$ cat config.mk
export PLATFORM = sky130hd
export DESIGN_NAME = lsx_counter
export DESIGN_NICKNAME = d
export VERILOG_FILES = /design/src/rtl/lsx_counter.sv
export SDC_FILE = /design/constraint.sdc
export NUM_CORES = 1
export LEC_CHECK = 0
export CELL_PAD_IN_SITES_DETAIL_PLACEMENT = 1
export CELL_PAD_IN_SITES_GLOBAL_PLACEMENT = 1
export CORE_UTILIZATION = 26
export DETAILED_ROUTE_END_ITERATION = 6
export PLACE_DENSITY = 0.8
export SYNTH_ARGS = -nofsm -noshare
export SYNTH_HDL_FRONTEND = slang
export SYNTH_SLANG_ARGS = --single-unit
$ cat constraint.sdc
create_clock -name CLK -period 1.3 [get_ports CLK]
set_input_delay 0.26 -clock CLK [delete_from_list [all_inputs] [get_ports CLK]]
set_output_delay 0.26 -clock CLK [all_outputs]
set_load 0.02 [all_outputs]
$ cat src/rtl/lsx_counter.sv
// ---------------------------------------------------------------------------
// lsx_counter
//
// Purpose:
//   Parametrised synchronous modulo counter in the style of a 74x161, extended
//   with the following features:
//     - a configurable width and modulus,
//     - up/down counting,
//     - a synchronous clear,
//     - clamping of parallel-load values,
//     - a registered one-cycle wrap pulse.
//   It keeps the ENP/ENT cascade scheme. To chain stages, feed the RCO of
//   stage N into the ENT of stage N+1 and share ENP between stages; the chain
//   then counts modulo MODULUS**k.
//
// Parameters:
//   WIDTH    counter width in bits (1..32).
//   MODULUS  count length; the counter counts 0..MODULUS-1 (2..2**WIDTH).
//
// Ports:
//   CLK     in   1      clock, rising edge active
//   CLR_n   in   1      asynchronous active-low reset (Q=0, WRAP=0)
//   SCLR_n  in   1      synchronous active-low clear (highest edge priority)
//   LOAD_n  in   1      synchronous active-low load of D (clamped)
//   D       in   WIDTH  parallel load value
//   ENP     in   1      parallel count enable
//   ENT     in   1      trickle count enable; also gates RCO
//   UP      in   1      1 = count up, 0 = count down
//   CMP     in   WIDTH  compare value       (only with LSX_COUNTER_MATCH_EN)
//   MATCH   out  1      sticky compare flag (only with LSX_COUNTER_MATCH_EN)
//   Q       out  WIDTH  counter value
//   RCO     out  1      terminal count, combinational: ENT & (Q == TC)
//   WRAP    out  1      one-cycle pulse after a counting edge that wrapped
//
// Optional feature macro: LSX_COUNTER_MATCH_EN
//   Define it to add the CMP input and the MATCH output.
//   When it is undefined, those ports do not exist and the rest of the
//   counter behaves the same.
// ---------------------------------------------------------------------------
module lsx_counter #(
    parameter int     WIDTH   = 4,
    parameter longint MODULUS = 16
) (
    input  logic             CLK,
    input  logic             CLR_n,
    input  logic             SCLR_n,
    input  logic             LOAD_n,
    input  logic [WIDTH-1:0] D,
    input  logic             ENP,
    input  logic             ENT,
    input  logic             UP,
`ifdef LSX_COUNTER_MATCH_EN
    input  logic [WIDTH-1:0] CMP,
    output logic             MATCH,
`endif
    output logic [WIDTH-1:0] Q,
    output logic             RCO,
    output logic             WRAP
);

    // Reject illegal parameterisations at elaboration time.
    if (WIDTH < 1 || WIDTH > 32) begin : g_bad_width
        $error("lsx_counter: WIDTH must be in 1..32");
    end
    if (MODULUS < 2 || MODULUS > (64'sd1 <<< WIDTH)) begin : g_bad_modulus
        $error("lsx_counter: MODULUS must be in 2..2**WIDTH");
    end

    // Largest legal count value (MODULUS-1), computed in 64 bits so that
    // MODULUS = 2**32 is representable, then truncated to the counter width.
    localparam longint           MAX_L   = MODULUS - 1;
    localparam logic [WIDTH-1:0] MAX_VAL = MAX_L[WIDTH-1:0];

    logic [WIDTH-1:0] q_q, q_d;
    logic             wrap_q, wrap_d;
    logic [WIDTH-1:0] tc;
    logic             count_en;

    // Terminal value depends on direction. UP acts on RCO immediately.
    assign tc       = UP ? MAX_VAL : '0;
    assign count_en = ENP & ENT;

    always_comb begin
        q_d    = q_q;
        wrap_d = 1'b0;
        if (!SCLR_n) begin
            q_d = '0;
        end else if (!LOAD_n) begin
            // Out-of-range loads clamp to the top of the count range.
            q_d = (D > MAX_VAL) ? MAX_VAL : D;
        end else if (count_en) begin
            if (UP) begin
                // Use >= rather than == so that any out-of-range value
                // recovers to 0 on the next count edge.
                if (q_q >= MAX_VAL) begin
                    q_d    = '0;
                    wrap_d = 1'b1;
                end else begin
                    q_d = q_q + 1'b1;
                end
            end else begin
                if (q_q == '0) begin
                    q_d    = MAX_VAL;
                    wrap_d = 1'b1;
                end else begin
                    q_d = q_q - 1'b1;
                end
            end
        end
    end

    always_ff @(posedge CLK or negedge CLR_n) begin
        if (!CLR_n) begin
            q_q    <= '0;
            wrap_q <= 1'b0;
        end else begin
            q_q    <= q_d;
            wrap_q <= wrap_d;
        end
    end

    assign Q    = q_q;
    assign WRAP = wrap_q;
    assign RCO  = ENT & (q_q == tc);

`ifdef LSX_COUNTER_MATCH_EN
    // Sticky flag. A Q==CMP value seen at an edge sets the flag on that same
    // edge. Clear and load win over a match that happens in the same cycle.
    logic match_q, match_d;

    always_comb begin
        match_d = match_q;
        if (!SCLR_n || !LOAD_n) begin
            match_d = 1'b0;
        end else if (q_q == CMP) begin
            match_d = 1'b1;
        end
    end

    always_ff @(posedge CLK or negedge CLR_n) begin
        if (!CLR_n) begin
            match_q <= 1'b0;
        end else begin
            match_q <= match_d;
        end
    end

    assign MATCH = match_q;
`endif

endmodule

==> impl_results.md <==
- Outcome: finished, violations left
- Failing checks: DRC, setup timing
- WL final: around 1500 µm
- # rows: 14
- Setup WS pre-CTS: -0.8266 ns
- Number of library cell types mapped by synthesis: 30
- Most frequent cells in the layout: buf_4 (11), clkdlybuf4s50_1 (9), nand2_1 (7)
- Cells along the critical path: nor2_4 > nor4b_4 > a31oi_1 > nor2b_2 > buf_6
- Antenna violations before repair: 0
- Cell Count, Final, Fillers Out: between 90 and 100
- Layout Utilization: 0.5104
- N_diodes: 0
- Synth Instances: 52
- Setup_tns: -0.6515 ns
- Max-slew headroom: 0.7959
- First-pass iteration count of the detailed router: 6
- Measured slew at the worst slew-check pin: ~0.3 ns
- Multi-input gate area: 321.6 µm²
- Die Wd: around 43 µm
- Number of synthesized flops with an enable pin: 0
- Vias/cell: 5.323
- Reg2reg path depth: 5
- Family with the most delay on the worst path: flip-flops
- Commonest non-fill, non-tap cell in the layout: buf_4
- FF-to-FF End: Q[3]
- Cts bufs inserted: 3
- Fillers: 191
- Final setup margin: -0.2176 ns
- GRT Residual Overflow: 0
- Reg2reg setup slack: -0.14 ns
- IO Count: 17
- Hold Violations, Final: 0
- Largest net degree at the start of global routing: 8
- Drt wl/cell: approximately 15 µm
- Slowest cell on crit path: dfrtp_2
- Crit path DAT: about 1.3 ns
- WP buf/inv: 1
- CTS H-tree lvls: 1
- Critical path fanouts, max: 3
- Slew Viols, Final: 0
- Period Utilization, post-route: 1.167
- First-pass GRT wire length: approximately 2600 µm
- HP Class: input pin to async pin
- CTS tree: built
- RSZ-0062 raised after global routing: yes
- Post-DP HPWL: 1138 µm
- Die Ht: ~43 µm
- NumNets Final: 97
- Initial Util: 0.2857
- Synth warn: 0
- Iter 0 DRT Violations: 21
- Clk_lat worst skew: about 0.23 ns
- Reg clk slew, reported paths: roughly 0.040 ns
- Max VDD drop: approximately 0.00030 V
- Remaining DRCs: 4
- Clk root buf: clkbuf_4
- Register area: about 130 µm²
- Minimum clock period: between 1.5 and 2 ns
- Clock skew: around 0.0021 ns
- #FFs+latches synth: 5
- Core area: between 1500 and 2000 µm²
- R2R Path Start: Q[0]
- Critical Path Max Stage Delay: between 0.4 and 0.5 ns
- CTS Hold Buffers Added: 0
- Worst Setup Start Kind: flip-flop
- Max Cap Viol: 0
- Mapped Area: about 450 µm²
- Vias in the first global route: between 500 and 600
- Vias: approximately 530
- Ys async rst share: 1.000
- CP required: approximately 1.0 ns
- PwrDens: approximately 780 nW/µm²
- Post-synthesis net count: between 60 and 70
- Fmax: 0.6589 GHz
- Setup Viol. Count Final: 6
- Placed instance count: 89
- Layout area overhead: 78.65%
- DIE AREA: ~1900 µm²
- Register area share after synthesis: 0.2809
- CTS Sinks: 5
- Fraction of layout cells with a size suffix above 1: 0.4578
- Syn Area/Cell: ~8.6 µm²
- CP endpoint kind: output port
- GRT Total Usage: 0.1816
- Port-buffer cells: 16
- Total power: between 600 and 700 µW
- DRT antenna net count: 0
- Crit path depth: 5
- Leak: roughly 0.36 nW
- CTS Buffer Depth: 2
- Most used DFF post-synth: dfrtp_1
- Gpl congestion: around 0.86
- Worst Path Class, Setup: flip-flop to output port
-- per-stage QoR --
stage / hold WS (ns) / instance area (µm²)
2_1_floorplan: -0.03559 / 480.5
3_3_place_gp: 0.4875 / 686.9
3_5_place_dp: 0.4948 / 686.9
4_1_cts: 0.2468 / 755.7
5_1_grt: 0.2556 / 795.8
6_report: 0.2463 / 795.8
-- cell usage after synthesis (2+ instances only) --
cell type	number	area, µm²
inv_1	2	7.510
ha_1	2	25.02
buf_6	3	33.78
a31oi_1	3	18.77
a21oi_1	5	25.02
nor2_1	2	7.510
o21ai_0	2	10.01
nand2_1	7	26.28
dfrtp_1	5	125.1
-- sequential cells by signal, summed over array words and instances (netlist names) --
| signal | cells |
|---|---|
| Q | 4 |
| WRAP | 1 |
-- power by group --
| part | internal [mW] | switching (mW) | leakage [nW] |
|---|---|---|---|
| clock | 0.116 | 0.0578 | 0.0150 |
| sequential | 0.168 | 0.0139 | 0.0602 |
| combinational | 0.140 | 0.123 | 0.281 |
| total | 0.424 | 0.194 | 0.356 |
-- how the worst max path moves through the flow --
stage	startpoint	to	slack (ns)
final	Q[2]	RCO	-0.22
after CTS	Q[2]	RCO	-0.23
after global routing	Q[2]	RCO	-0.30
after floorplan	Q[2]	RCO	-0.10
after global placement	UP	RCO	-0.80
after detailed placement	UP	RCO	-0.83
-- area by class of cell --
type / count / share of cell area
Sequential cell: 5 / 0.1635
Tap cell: 16 / 0.02516
Inverter: 3 / 0.02044
Clock buffer: 4 / 0.03302
Multi-Input combinational cell: 39 / 0.4041
Timing Repair Buffer: 32 / 0.3538
-- metal layers --
metal,up-vias,wire [µm],track usage
met1,257,640,0.2332
li1,253,-,-
met3,2,52,0.004167
met4,0,16,0.08750
met2,15,810,0.3152
met5,-,0,0
-- repair_timing --
item                                    CTS  global route
pin swaps                                14             2
endpoints found under the setup margin   10             7
setup buffers                             3             2
resized for setup                        31             5
endpoints found under the hold margin     0             0
cloned                                    1             0
-- kinds of logic (layout without fill, tap and decap cells) --
kind of cell / Yosys count / after routing / share of synthesized area
xor gates and xnor gates: 2 / 2 / 0.03933
adders and majority gates: 2 / 2 / 0.05617
AOI/OAI and AO/OA: 18 / 18 / 0.2753
buffers and inverters: 8 / 39 / 0.1208
DFF: 5 / 5 / 0.2809
and+or+nand+nor: 16 / 16 / 0.2051
muxes: 1 / 1 / 0.02247
Note: power is estimated with default switching activity, not from simulation.
